$ cat src/rtl/axi_bridge_pkg.sv
// Shared AXI bridge types: burst encodings, AR entry layout, read-side FSM states.
// Optional AR protocol checking is enabled by defining AXI_AR_PROTOCOL_CHECK_EN.
package axi_bridge_pkg;

   typedef enum logic [1:0] {
      FIXED = 2'd0,
      INCR  = 2'd1,
      WRAP  = 2'd2,
      RSVD  = 2'd3
   } burst_t;

   typedef enum logic {
      RD_IDLE,
      RD_ACTIVE
   } rd_state_t;

   localparam logic [16:0] AXI_4KB = 17'd4096;

   typedef struct packed {
      logic [31:0] addr;
      burst_t      burst;
      logic [2:0]  size;
      logic [7:0]  len;
      logic [2:0]  prot;
`ifdef AXI_AR_PROTOCOL_CHECK_EN
      logic        err;
`endif
   } ar_entry_t;

`ifdef AXI_AR_PROTOCOL_CHECK_EN
   // Only the in-page offset matters for the 4KB crossing test.
   function automatic logic ar_protocol_err(input logic [11:0] addr_lo,
                                            input burst_t      burst,
                                            input logic [2:0]  size,
                                            input logic [7:0]  len);
      logic [16:0] bytes;
      logic [16:0] end_off;
      logic        err;
      bytes   = ({9'b0, len} + 17'd1) << size;
      end_off = {5'b0, addr_lo} + bytes;
      err     = 1'b0;
      case (burst)
         RSVD: err = 1'b1;
         WRAP: err = !(len == 8'd1 || len == 8'd3 || len == 8'd7 || len == 8'd15);
         INCR: err = (end_off > AXI_4KB);
         default: err = 1'b0;
      endcase
      return err;
   endfunction
`endif

endpackage

$ cat src/rtl/axi_ar_capture_fifo_if.sv
// AR channel plus head-entry presentation bundle for the AR capture FIFO.
interface axi_ar_capture_fifo_if #(
   parameter int unsigned PTR_W = 4
);
   logic [31:0]      ARADDR;
   logic [1:0]       ARBURST;
   logic [2:0]       ARSIZE;
   logic [7:0]       ARLEN;
   logic [2:0]       ARPROT;
   logic             ARVALID;
   logic             ARREADY;
   logic             burst_done;
   logic [31:0]      POPPED_ADDRESS_SA;
   logic [1:0]       ARBURST_FIFO;
   logic [2:0]       ARSIZE_FIFO;
   logic [7:0]       ARLEN_FIFO;
   logic [2:0]       R_Prot_FIFO;
   logic [PTR_W-1:0] rd_ptr_address;
   logic             head_active;
   logic [PTR_W:0]   fifo_count;
   logic             head_err;

   modport slave (
      input  ARADDR, ARBURST, ARSIZE, ARLEN, ARPROT, ARVALID, burst_done,
      output ARREADY, POPPED_ADDRESS_SA, ARBURST_FIFO, ARSIZE_FIFO, ARLEN_FIFO,
             R_Prot_FIFO, rd_ptr_address, head_active, fifo_count, head_err
   );

   modport master (
      output ARADDR, ARBURST, ARSIZE, ARLEN, ARPROT, ARVALID, burst_done,
      input  ARREADY, POPPED_ADDRESS_SA, ARBURST_FIFO, ARSIZE_FIFO, ARLEN_FIFO,
             R_Prot_FIFO, rd_ptr_address, head_active, fifo_count, head_err
   );
endinterface

$ cat src/rtl/axi_ar_fifo_mem.sv
// Circular-buffer storage: one synchronous write port, one asynchronous read port, no reset.
module axi_ar_fifo_mem #(
   parameter int unsigned PTR_W   = 4,
   parameter int unsigned ENTRY_W = 48
) (
   input  logic               clk,
   input  logic               we,
   input  logic [PTR_W-1:0]   waddr,
   input  logic [ENTRY_W-1:0] wdata,
   input  logic [PTR_W-1:0]   raddr,
   output logic [ENTRY_W-1:0] rdata
);
   logic [ENTRY_W-1:0] mem [2**PTR_W];

   always_ff @(posedge clk) begin
      if (we) begin
         mem[waddr] <= wdata;
      end
   end

   assign rdata = mem[raddr];
endmodule

$ cat src/rtl/axi_ar_capture_fifo.sv
// AXI AR capture stage: buffers AR handshakes and presents one registered head burst at a time.
// Define AXI_AR_PROTOCOL_CHECK_EN to store and present a per-entry protocol error bit.
module axi_ar_capture_fifo
   import axi_bridge_pkg::*;
#(
   parameter int unsigned PTR_W = 4
) (
   input  logic                 clk,
   input  logic                 reset,
   axi_ar_capture_fifo_if.slave ar
);
   localparam int unsigned      ENTRY_W = $bits(ar_entry_t);
   localparam logic [PTR_W:0]   DEPTH   = {1'b1, {PTR_W{1'b0}}};
   localparam logic [PTR_W-1:0] PTR_ONE = {{(PTR_W-1){1'b0}}, 1'b1};
   localparam logic [PTR_W:0]   CNT_ONE = {{PTR_W{1'b0}}, 1'b1};

   rd_state_t          state, state_n;
   logic [PTR_W-1:0]   wr_ptr, rd_ptr;
   logic [PTR_W:0]     count;
   ar_entry_t          head;
   ar_entry_t          wr_entry;
   logic [ENTRY_W-1:0] mem_rdata;
   logic               full, empty, wr_en, load;

   // Status comes from the registered count only, keeping ARREADY off the ARVALID path.
   assign full  = (count == DEPTH);
   assign empty = (count == '0);
   assign wr_en = ar.ARVALID && !full;

   always_comb begin
      wr_entry       = '0;
      wr_entry.addr  = ar.ARADDR;
      wr_entry.burst = burst_t'(ar.ARBURST);
      wr_entry.size  = ar.ARSIZE;
      wr_entry.len   = ar.ARLEN;
      wr_entry.prot  = ar.ARPROT;
`ifdef AXI_AR_PROTOCOL_CHECK_EN
      wr_entry.err   = ar_protocol_err(ar.ARADDR[11:0], burst_t'(ar.ARBURST),
                                       ar.ARSIZE, ar.ARLEN);
`endif
   end

   axi_ar_fifo_mem #(
      .PTR_W   (PTR_W),
      .ENTRY_W (ENTRY_W)
   ) u_mem (
      .clk   (clk),
      .we    (wr_en),
      .waddr (wr_ptr),
      .wdata (wr_entry),
      .raddr (rd_ptr),
      .rdata (mem_rdata)
   );

   always_ff @(posedge clk or negedge reset) begin
      if (!reset) begin
         state <= RD_IDLE;
      end else begin
         state <= state_n;
      end
   end

   always_comb begin
      state_n = state;
      load    = 1'b0;
      case (state)
         RD_IDLE: begin
            if (!empty) begin
               load    = 1'b1;
               state_n = RD_ACTIVE;
            end
         end
         RD_ACTIVE: begin
            if (ar.burst_done) begin
               if (!empty) begin
                  load = 1'b1;
               end else begin
                  state_n = RD_IDLE;
               end
            end
         end
         default: state_n = RD_IDLE;
      endcase
   end

   always_ff @(posedge clk or negedge reset) begin
      if (!reset) begin
         wr_ptr <= '0;
         rd_ptr <= '0;
         count  <= '0;
         head   <= '0;
      end else begin
         if (wr_en) begin
            wr_ptr <= wr_ptr + PTR_ONE;
         end
         if (load) begin
            rd_ptr <= rd_ptr + PTR_ONE;
            head   <= ar_entry_t'(mem_rdata);
         end
         case ({wr_en, load})
            2'b10:   count <= count + CNT_ONE;
            2'b01:   count <= count - CNT_ONE;
            default: count <= count;
         endcase
      end
   end

   assign ar.ARREADY           = !full;
   assign ar.POPPED_ADDRESS_SA = head.addr;
   assign ar.ARBURST_FIFO      = head.burst;
   assign ar.ARSIZE_FIFO       = head.size;
   assign ar.ARLEN_FIFO        = head.len;
   assign ar.R_Prot_FIFO       = head.prot;
   assign ar.rd_ptr_address    = rd_ptr;
   assign ar.head_active       = (state == RD_ACTIVE);
   assign ar.fifo_count        = count;
`ifdef AXI_AR_PROTOCOL_CHECK_EN
   assign ar.head_err          = head.err;
`else
   assign ar.head_err          = 1'b0;
`endif

endmodule
$ cat src/flat_wrapper.sv
// flat-port wrapper written by rule: the top's interface ports become plain ports
module axi_ar_capture_fifo_flat import axi_bridge_pkg::*;
#(
   parameter int unsigned PTR_W = 4
)
  (clk, reset, ar_ARADDR, ar_ARBURST, ar_ARSIZE, ar_ARLEN, ar_ARPROT, ar_ARVALID, ar_burst_done, ar_ARREADY, ar_POPPED_ADDRESS_SA, ar_ARBURST_FIFO, ar_ARSIZE_FIFO, ar_ARLEN_FIFO, ar_R_Prot_FIFO, ar_rd_ptr_address, ar_head_active, ar_fifo_count, ar_head_err);
  axi_ar_capture_fifo_if #(.PTR_W(PTR_W)) ar_i ();
  input  logic clk;
  input  logic reset;
  input wire logic [$bits(ar_i.ARADDR)-1:0] ar_ARADDR;
  input wire logic [$bits(ar_i.ARBURST)-1:0] ar_ARBURST;
  input wire logic [$bits(ar_i.ARSIZE)-1:0] ar_ARSIZE;
  input wire logic [$bits(ar_i.ARLEN)-1:0] ar_ARLEN;
  input wire logic [$bits(ar_i.ARPROT)-1:0] ar_ARPROT;
  input wire logic [$bits(ar_i.ARVALID)-1:0] ar_ARVALID;
  input wire logic [$bits(ar_i.burst_done)-1:0] ar_burst_done;
  output wire logic [$bits(ar_i.ARREADY)-1:0] ar_ARREADY;
  output wire logic [$bits(ar_i.POPPED_ADDRESS_SA)-1:0] ar_POPPED_ADDRESS_SA;
  output wire logic [$bits(ar_i.ARBURST_FIFO)-1:0] ar_ARBURST_FIFO;
  output wire logic [$bits(ar_i.ARSIZE_FIFO)-1:0] ar_ARSIZE_FIFO;
  output wire logic [$bits(ar_i.ARLEN_FIFO)-1:0] ar_ARLEN_FIFO;
  output wire logic [$bits(ar_i.R_Prot_FIFO)-1:0] ar_R_Prot_FIFO;
  output wire logic [$bits(ar_i.rd_ptr_address)-1:0] ar_rd_ptr_address;
  output wire logic [$bits(ar_i.head_active)-1:0] ar_head_active;
  output wire logic [$bits(ar_i.fifo_count)-1:0] ar_fifo_count;
  output wire logic [$bits(ar_i.head_err)-1:0] ar_head_err;
  assign ar_i.ARADDR = ar_ARADDR;
  assign ar_i.ARBURST = ar_ARBURST;
  assign ar_i.ARSIZE = ar_ARSIZE;
  assign ar_i.ARLEN = ar_ARLEN;
  assign ar_i.ARPROT = ar_ARPROT;
  assign ar_i.ARVALID = ar_ARVALID;
  assign ar_i.burst_done = ar_burst_done;
  assign ar_ARREADY = ar_i.ARREADY;
  assign ar_POPPED_ADDRESS_SA = ar_i.POPPED_ADDRESS_SA;
  assign ar_ARBURST_FIFO = ar_i.ARBURST_FIFO;
  assign ar_ARSIZE_FIFO = ar_i.ARSIZE_FIFO;
  assign ar_ARLEN_FIFO = ar_i.ARLEN_FIFO;
  assign ar_R_Prot_FIFO = ar_i.R_Prot_FIFO;
  assign ar_rd_ptr_address = ar_i.rd_ptr_address;
  assign ar_head_active = ar_i.head_active;
  assign ar_fifo_count = ar_i.fifo_count;
  assign ar_head_err = ar_i.head_err;
  axi_ar_capture_fifo #(.PTR_W(PTR_W)) u_core (.clk(clk), .reset(reset), .ar(ar_i));
endmodule
$ cat config.mk
export PLATFORM = sky130hd
export DESIGN_NAME = axi_ar_capture_fifo_flat
export DESIGN_NICKNAME = d
export VERILOG_FILES = /design/src/rtl/axi_bridge_pkg.sv /design/src/rtl/axi_ar_capture_fifo_if.sv /design/src/rtl/axi_ar_fifo_mem.sv /design/src/rtl/axi_ar_capture_fifo.sv /design/src/flat_wrapper.sv
export SDC_FILE = /design/constraint.sdc
export NUM_CORES = 1
export LEC_CHECK = 0
export ABC_AREA = 1
export CAP_MARGIN = 20
export CORE_AREA = 2 2 356 270
export DETAILED_ROUTE_END_ITERATION = 7
export DIE_AREA = 0 0 358 272
export SLEW_MARGIN = 20
export SYNTH_ARGS = -nofsm -noshare
export SYNTH_HDL_FRONTEND = slang
export SYNTH_SLANG_ARGS = --single-unit
export TNS_END_PERCENT = 10
$ cat constraint.sdc
create_clock -name clk -period 6.18 [get_ports clk]
set_input_delay 1.236 -clock clk [delete_from_list [all_inputs] [get_ports clk]]
set_output_delay 1.236 -clock clk [all_outputs]
set_load 0.005 [all_outputs]
==> results.txt, run 1 <==
Status = complete, no violations
Critical path arrival = 2.67 ns
Cell accounting for the most synthesized area = edfxtp_1
Post-DP HPWL = 38100 um
Pwr Density = 463 nW/um^2
Post-synthesis sequential area ratio = 0.733
Syn Std Cell Area = 33600 um^2
Final WL = 83100 um
Final hold vios = 0
Tmin final = 3.91 ns
Post-Synth Simple-Gate Area = 0.224
Post-Synth XOR/XNOR Area = 0.00209
Largest cells by area after synthesis = edfxtp_1, nand2_1, nand3_1
Multiplexer share of the synthesized area = 0
Final Max Slew Viols = 0
Largest family of logic cells by synthesized area = simple AND/OR/NAND/NOR gates
Post-Layout Cell Count = 4229
Cell Int Power = 0.0113 W
Dpl ws = 1.97 ns
EDFF count, synth = 768
Chip width = 358 um
Vias/cell = 4.92
Routability cong. = 0.742
Clock Pin Slew Worst Setup and Hold Paths = 0.06 ns
Synth Instances = 2849
Critical path's top delay family = buffers and inverters
Detailed Routing Iterations Pass 1 = 7
Slowest CP cell = dfrtp_4
Worst-margin pin slew = 1.06 ns
Fraction of layout cells with a size suffix above 1 = 0.0628
Post-route ant nets = 0
Worst Path Required = 4.94 ns
RSZ-0062 raised after global routing = false
Final instance area = 38200 um^2
Period Utilization, post-route = 0.633
Commonest cells in the netlist = nand2_1, edfxtp_1, nand3_1
HP Class = register to register
Main synth FF type = edfxtp_1
MaxCap Viol Count = 0
Mean Syn Cell Area = 11.8 um^2
CTS Sinks = 830
Logic pwr share = 0.315
Net Switching = 0.00635 W
Vias in the first global route = 20100
Final #Nets = 2969
Ant diodes = 0
Syn Nets = 2910
Number of I/O pins = 112
Reg power frac = 0.408
Area of the multi-input gates = 7840 um^2
First-pass GRT wire length = 126000 um
H-tree Lvls = 3
Reg area = 24600 um^2
Synth-to-Final Area Change = 13.8%
Core ar. = 94200 um^2
DRC violation total after the first TritonRoute iteration = 1941
DIE AREA = 97400 um^2
Crit path largest cell delay = 0.72 ns
Compound-gate portion of the synthesized area = 0.00119
Worst VDD drop = 0.477 mV
Cell row count = 98
CTS Hold Bufs = 0
CTS Buffer Depth = 3
Pin count of the biggest net entering global routing = 199
Core Util, Final = 0.405
Tot GR Track Use = 0.170
Crit end category = output pin
Lkg Pwr = 14.1 nW
IO Port Bufs = 110
Initial antenna violation count = 4
Setup TNS = 0 ns
Top cell type's share of synthesized area = 0.687
Number of buffer and inverter stages on the critical path = 2
Fin worst setup slack = 2.27 ns
# DRC = 0
CP max FO = 41
Ys async rst share = 0.0747
DR vias = 20800
Synth warn = 0
Cts repair resizes = 0
Crit start category = register
Distinct cells, synth = 25
Clock skew = 0.0235 ns
Sw Ratio = 0.359
Placement Cell Area = 35500 um^2
Max_slew headroom = 0.294
Routed len/inst = 19.7 um
Num CTS Buffers = 83
Fillers = 8899
CP Class = register to output pin
#FFs+latches synth = 830
Clock latency on the worst-skew pair = 0.64 ns
Total gr overflow = 0
Setup violations, final = 0
Initial core utilization = 0.356
Top-count cell post-synth = nand2_1
CP Cell Sequence = buf_4, clkdlybuf4s50_1
Root Driver = clkbuf_16
Max frequency = 256 MHz
Cell Count Post-Placement = 4073
Clock tree from TritonCTS = done
Die Ht = 272 um
Synth Area in Adders = 0.00336
Post-CTS Setup Inserts = 0
Clock share of power = 0.276
sequential cells by signal, indices dropped and copies added, names as in the netlist:
register                     count
u_core.ar.ARSIZE_FIFO            3
u_core.u_mem.mem               768
u_core.wr_ptr                    4
u_core.ar.POPPED_ADDRESS_SA     32
u_core.ar.head_active            1
u_core.ar.fifo_count             5
u_core.ar.ARBURST_FIFO           2
u_core.ar.ARLEN_FIFO             8
u_core.ar.rd_ptr_address         4
u_core.ar.R_Prot_FIFO            3
metrics by stage:
stage / hold WS, ns / total power (W)
2_1_floorplan: 0.472 / 0.0112
3_3_place_gp: 0.466 / 0.0129
3_5_place_dp: 0.465 / 0.0130
4_1_cts: 0.477 / 0.0178
5_1_grt: 0.494 / 0.0188
6_report: 0.478 / 0.0177
final timing paths:
kind / startpoint / end / slack, ns / cells past startpoint
min reg2reg: u_core.ar.POPPED_ADDRESS_SA[26]$_DFFE_PN0P_ / u_core.ar.POPPED_ADDRESS_SA[26]$_DFFE_PN0P_ / 0.48 / 2
max in group asynchronous: reset / u_core.ar.rd_ptr_address[3]$_DFFE_PN0P_ / 4.55 / 2
max reg2reg: u_core.ar.rd_ptr_address[1]$_DFFE_PN0P_ / u_core.ar.ARLEN_FIFO[5]$_DFFE_PN0P_ / 2.95 / 9
max: u_core.ar.rd_ptr_address[2]$_DFFE_PN0P_ / ar_rd_ptr_address[2] / 2.27 / 2
min in group asynchronous: reset / u_core.ar.head_active$_DFF_PN0_ / 0.49 / 1
min: u_core.ar.POPPED_ADDRESS_SA[26]$_DFFE_PN0P_ / u_core.ar.POPPED_ADDRESS_SA[26]$_DFFE_PN0P_ / 0.48 / 2
worst reg2reg max path: cells and delay by family (launching register included):
kind | cells | cell delay [ns]
buffers and inverters | 2 | 1.54
flip-flops | 1 | 0.80
AND/OR/NAND/NOR | 7 | 0.76
cell type report:
class | count | area share
clock buffers | 123 | 0.0626
clock inverters | 33 | 0.00659
inverters | 23 | 0.00279
multi-input cells | 1823 | 0.205
flip-flops and latches | 830 | 0.645
well taps | 1250 | 0.0410
repair buffers | 147 | 0.0369
kinds of logic (layout without fill, tap and decap cells):
logic type      after synthesis  after routing
simple gates               1798           1798
fa+ha+maj                     9              9
compound gates                7              7
flops                       830            830
xor+xnor                      8              8
buf+inv                     196            326
other cells                   1              1
cells in the final DEF (no fill, tap or decap), types with 2 or more instances in the layout:
| cell | n |
|---|---|
| inv_2 | 2 |
| inv_6 | 2 |
| xnor2_1 | 3 |
| clkbuf_8 | 10 |
| buf_4 | 36 |
| o21ai_0 | 4 |
| xor2_1 | 5 |
| clkdlybuf4s50_1 | 109 |
| clkinvlp_4 | 4 |
| clkinv_8 | 4 |
| bufinv_16 | 2 |
| nor3_2 | 16 |
| clkinv_2 | 14 |
| nand3_1 | 583 |
| dfrtp_1 | 58 |
| clkbuf_1 | 27 |
| nand2_2 | 2 |
| nand2_1 | 1195 |
| dfrtp_4 | 4 |
| inv_1 | 18 |
| edfxtp_1 | 768 |
| clkbuf_16 | 86 |
| clkinv_1 | 9 |
| ha_1 | 9 |
routing by layer:
metal / GRT usage / wire [um]
met3: 0.0273 / 4650
met5: 0 / 26
met2: 0.264 / 37700
met4: 0.0415 / 1530
met1: 0.248 / 39200
power by group through the flow:
stage	logic [W]	clock network (W)	registers, W
finish	0.00557	0.00488	0.00721
global route	0.00629	0.00520	0.00727
CTS	0.00566	0.00497	0.00722
detailed placement	0.00564	0	0.00733
global placement	0.00557	0	0.00734
floorplan	0.00403	0	0.00714
(Power assumes the default switching activity.)
==> run 2: changes to the inputs <==
clock period = 3.6 ns   (was 6.18 ns; I/O delays follow)
==> results.txt, run 2 (synthesized netlist as in run 1, its figures left out) <==
Status = complete, no violations
Num CTS Buffers = 82 (-1.2%)
CP Class = register to output pin
Core ar. = 94200 um^2 (unchanged)
Synth-to-Final Area Change = 15.5%
Fillers = 8752 (-1.7%)
Largest Register = u_core.u_mem.mem
Setup violations, final = 0 (unchanged)
Post-Layout Cell Count = 4245 (+0.38%)
Fin worst setup slack = 0.698 ns (-1.57 ns)
Tot Pwr = 0.0312 W (+77%)
Worst Path Required = 2.88 ns (-2.06 ns)
Crit path largest cell delay = 0.86 ns (+0.14 ns)
RSZ-0062 raised after global routing = false
DR vias = 20800 (+0.21%)
CTS Sinks = 830 (unchanged)
Chip width = 358 um (unchanged)
Period Utilization, post-route = 0.806
CP Cell Sequence = clkdlybuf4s50_1
Most frequent cells in the layout = nand2_1, edfxtp_1, nand3_1
DIE AREA = 97400 um^2 (unchanged)
Worst VDD drop = 0.540 mV (+13%)
Root Driver = clkbuf_16
Number of I/O pins = 112 (unchanged)
DRC violation total after the first TritonRoute iteration = 1855 (-4.4%)
MaxCap Viol Count = 0 (unchanged)
Final WL = 82600 um (-0.59%)
Final #Nets = 2983 (+0.47%)
Initial core utilization = 0.356 (unchanged)
# DRC = 0 (unchanged)
Vias/cell = 4.91 (-0.17%)
Number of buffer and inverter stages on the critical path = 1 (-1)
Vias in the first global route = 19700 (-2.1%)
Max frequency = 345 MHz
Tot GR Track Use = 0.168 (-0.00223)
Area of the multi-input gates = 7840 um^2 (unchanged)
Critical path arrival = 2.18 ns (-0.49 ns)
Commonest non-fill, non-tap cell in the layout = nand2_1
Hold WS = 0.167 ns (-0.311 ns)
Post-route ant nets = 0 (unchanged)
First-pass GRT wire length = 124000 um (-1.3%)
Routed len/inst = 19.5 um (-0.97%)
Final hold vios = 0 (unchanged)
Final Max Slew Viols = 0 (unchanged)
Largest register FFs = 768 (unchanged)
HP Class = input pin to asynchronous set/reset pin
IO Port Bufs = 110 (unchanged)
Max_slew headroom = 0.365 (+0.0705)
Clock tree from TritonCTS = done
CTS Hold Bufs = 0 (unchanged)
Crit end category = output pin
Total gr overflow = 0 (unchanged)
Cell row count = 98 (unchanged)
Worst-margin pin slew = 0.953 ns (-0.106 ns)
CTS Buffer Depth = 3 (unchanged)
Routability cong. = 0.732 (-1.4%)
Clock latency on the worst-skew pair = 0.65 ns (about the same)
H-tree Lvls = 3 (unchanged)
Critical path's top delay family = flip-flops
Lkg Pwr = 14.3 nW (+1.8%)
Post-DP HPWL = 40400 um (+6.1%)
Cell Count Post-Placement = 4088 (+0.37%)
Reg area = 24600 um^2 (unchanged)
Tmin final = 2.90 ns
Cts repair resizes = 0 (unchanged)
Slowest CP cell = dfrtp_4
Clock skew = 0.0249 ns (+0.00135 ns)
Die Ht = 272 um (unchanged)
Detailed Routing Iterations Pass 1 = 5 (-2)
Crit start category = register
Post-CTS Setup Inserts = 0 (unchanged)
Pwr Density = 805 nW/um^2 (+74%)
Pin count of the biggest net entering global routing = 190 (-4.5%)
Fraction of layout cells with a size suffix above 1 = 0.0682 (+0.00541)
Dpl ws = 0.918 ns (-1.05 ns)
CP max FO = 41 (unchanged)
Clock Pin Slew Worst Setup and Hold Paths = 0.06 ns (about the same)
Initial antenna violation count = 3 (-1)
[run 2: path summary, 6_finish.rpt]
path	start	endpoint	slack [ns]	cells past startpoint
min in group clk	u_core.ar.POPPED_ADDRESS_SA[7]$_DFFE_PN0P_	u_core.ar.POPPED_ADDRESS_SA[7]$_DFFE_PN0P_	0.48	2
min reg2reg	u_core.ar.POPPED_ADDRESS_SA[7]$_DFFE_PN0P_	u_core.ar.POPPED_ADDRESS_SA[7]$_DFFE_PN0P_	0.48	2
max	u_core.ar.rd_ptr_address[1]$_DFFE_PN0P_	ar_rd_ptr_address[1]	0.70	1
max in group asynchronous	reset	u_core.ar.ARLEN_FIFO[3]$_DFFE_PN0P_	2.70	2
min	reset	u_core.ar.head_active$_DFF_PN0_	0.17	1
max reg2reg	u_core.ar.rd_ptr_address[1]$_DFFE_PN0P_	u_core.ar.ARLEN_FIFO[5]$_DFFE_PN0P_	1.10	9
[run 2: final cells by class]
class	instances	area share
multi-input cells	1823	0.202
diodes	3	0.000194
flip-flops and latches	830	0.635
repair buffers	162	0.0465
clock buffers	119	0.0610
clock inverters	35	0.0121
well taps	1250	0.0403
inverters	23	0.00274
[run 2: per-stage QoR]
stage,utilization,setup TNS [ns],cell area [um^2]
floorplan,-,-878.97,33600
global placement,0.382,0,35900
detailed placement,0.382,0,35900
CTS,0.412,0,38800
global route,0.412,0,38800
finish,0.412,0,38800
[run 2: where the power goes]
group | internal (W) | switching, W | total (W)
Combinational | 0.00318 | 0.00670 | 0.00988
Clock | 0.00532 | 0.00369 | 0.00901
Sequential | 0.0116 | 0.000658 | 0.0123
Total | 0.0201 | 0.0111 | 0.0312
[run 2: routing by layer]
metal	vias up	wire (um)	GRT usage
li1	10000	-	-
met1	10200	38300	0.244
met2	528	38400	0.262
met3	118	4230	0.0265
met4	4	1630	0.0420
met5	-	23	0
==> run 3: changes to the inputs <==
clock period = 2.6 ns   (was 3.6 ns; I/O delays follow)
==> results.txt, run 3 (synthesized netlist as in run 1, its figures left out) <==
Most frequent cells in the layout = nand2_1, edfxtp_1, nand3_1
Status = complete, no violations
HP Class = input pin to asynchronous set/reset pin
CTS Buffer Depth = 3 (unchanged)
Post-route ant nets = 0 (unchanged)
Vias in the first global route = 21000 (+6.8%)
CP Class = register to output pin
Fraction of layout cells with a size suffix above 1 = 0.0792 (+0.0111)
Sw Ratio = 0.363 (+0.00831)
Initial antenna violation count = 4 (+1)
Clock tree from TritonCTS = done
Crit start category = register
Final instance area = 39200 um^2 (+1.2%)
Crit path largest cell delay = 0.46 ns (-0.40 ns)
Core ar. = 94200 um^2 (unchanged)
Commonest non-fill, non-tap cell in the layout = nand2_1
Total gr overflow = 0 (unchanged)
Lkg Pwr = 14.6 nW (+1.9%)
Largest register FFs = 768 (unchanged)
Cell Int Power = 0.0277 W (+37%)
Final hold vios = 0 (unchanged)
Crit end category = output pin
Routability cong. = 0.797 (+8.9%)
Post-DP HPWL = 48400 um (+20%)
Num CTS Buffers = 82 (unchanged)
Die Ht = 272 um (unchanged)
# DRC = 0 (unchanged)
Placement Cell Area = 36600 um^2 (+1.9%)
Final Max Slew Viols = 0 (unchanged)
Worst VDD drop = 0.727 mV (+35%)
Critical path arrival = 1.99 ns (-0.19 ns)
Pin count of the biggest net entering global routing = 101 (-47%)
Largest Register = u_core.u_mem.mem
IO Port Bufs = 110 (unchanged)
Period Utilization, post-route = 0.965
DR vias = 21500 (+3.2%)
DRC violation total after the first TritonRoute iteration = 2045 (+10%)
Reg power frac = 0.387 (-0.007)
Root Driver = clkbuf_16
CP Cell Sequence = nor4_4, nand2_1, clkdlybuf4s50_1
Synth-to-Final Area Change = 16.9%
Core Util, Final = 0.417 (+0.00496)
Setup violations, final = 0 (unchanged)
MaxCap Viol Count = 0 (unchanged)
DIE AREA = 97400 um^2 (unchanged)
H-tree Lvls = 3 (unchanged)
Routed len/inst = 20.2 um (+3.9%)
Logic pwr share = 0.346 (+0.029)
Max_slew headroom = 0.410 (+0.0453)
Vias/cell = 5.02 (+2.4%)
Initial core utilization = 0.356 (unchanged)
Tmin final = 2.51 ns
Worst-margin pin slew = 0.883 ns (-0.0706 ns)
Max frequency = 398 MHz
RSZ-0062 raised after global routing = false
Clock latency on the worst-skew pair = 0.64 ns (about the same)
Cell row count = 98 (unchanged)
First-pass GRT wire length = 132000 um (+6.0%)
Tot GR Track Use = 0.179 (+0.0112)
Net Switching = 0.0157 W (+42%)
Clock Pin Slew Worst Setup and Hold Paths = 0.06 ns (about the same)
Clock skew = 0.0280 ns (+0.00311 ns)
Detailed Routing Iterations Pass 1 = 5 (unchanged)
CTS Sinks = 830 (unchanged)
Final WL = 86500 um (+4.8%)
Final #Nets = 3027 (+1.5%)
Number of I/O pins = 112 (unchanged)
CP max FO = 5 (-88%)
Clock share of power = 0.267 (-0.022)
Worst Path Required = 2.08 ns (-0.80 ns)
Fillers = 8735 (-0.19%)
Hold WS = 0.315 ns (+0.148 ns)
Pwr Density = 1110 nW/um^2 (+37%)
Chip width = 358 um (unchanged)
Reg2reg setup slack = 0.27 ns (-0.83 ns)
Slowest CP cell = dfrtp_2
[run 3: stage by stage]
stage	cells	setup slack (ns)	setup TNS [ns]	total power, W
after floorplan	2849	-0.635	-471.72	0.0265
after global placement	4129	0.103	0	0.0321
after detailed placement	4129	0.124	0	0.0322
after CTS	4278	-0.0748	-0.0748	0.0438
after global routing	4280	0.00755	0	0.0460
final	4281	0.0900	0	0.0434
[run 3: worst max-delay path, delay by kind of cell, from the launching register on]
kind / cells / cell delay (ns)
buffers and inverters: 1 / 0.46
DFF: 1 / 0.46
and+or+nand+nor: 2 / 0.43
[run 3: power groups by stage]
stage | logic, W | registers [W] | clock network [W]
after floorplan | 0.00963 | 0.0169 | 0
after global placement | 0.0150 | 0.0171 | 0
after detailed placement | 0.0151 | 0.0171 | 0
after CTS | 0.0152 | 0.0168 | 0.0118
after global routing | 0.0168 | 0.0169 | 0.0123
final | 0.0150 | 0.0168 | 0.0116
[run 3: what timing repair did]
| item | CTS | global route |
|---|---|---|
| hold buffers | 1 | 0 |
| setup buffers | 1 | 1 |
| pin swaps | 0 | 1 |
| resized for setup | 5 | 1 |
| endpoints found under the setup margin | 4 | 1 |
| hold endpoints to repair | 12 | 0 |
[run 3: layout make-up]
class	count	area (um^2)	area share
timing repair buffer	206	2430	0.0619
antenna	2	5.00	0.000128
inverter	23	106	0.00271
sequential	830	24600	0.628
multi-input combinational	1823	7940	0.202
clock buffer	113	2260	0.0576
tap	1250	1560	0.0399
clock inverter	34	313	0.00797
[run 3: path summary, 6_finish.rpt]
path / end / from / cells after the start
max: ar_ARREADY / u_core.ar.fifo_count[0]$_DFFE_PN0P_ / 3
min: u_core.ar.POPPED_ADDRESS_SA[0]$_DFFE_PN0P_ / reset / 2
max reg2reg: u_core.ar.fifo_count[4]$_DFFE_PN0P_ / u_core.ar.fifo_count[0]$_DFFE_PN0P_ / 14
min reg2reg: u_core.ar.POPPED_ADDRESS_SA[12]$_DFFE_PN0P_ / u_core.ar.POPPED_ADDRESS_SA[12]$_DFFE_PN0P_ / 2
max in group asynchronous: u_core.ar.POPPED_ADDRESS_SA[24]$_DFFE_PN0P_ / reset / 3
min in group clk: u_core.ar.POPPED_ADDRESS_SA[12]$_DFFE_PN0P_ / u_core.ar.POPPED_ADDRESS_SA[12]$_DFFE_PN0P_ / 2
[run 3: per-layer routing]
layer / GRT usage / up-vias / wire (um)
met3: 0.0310 / 120 / 5850
met4: 0.0503 / 2 / 2060
met2: 0.281 / 744 / 40100
li1: - / 10100 / -
met5: 0 / - / 11
met1: 0.255 / 10600 / 38500
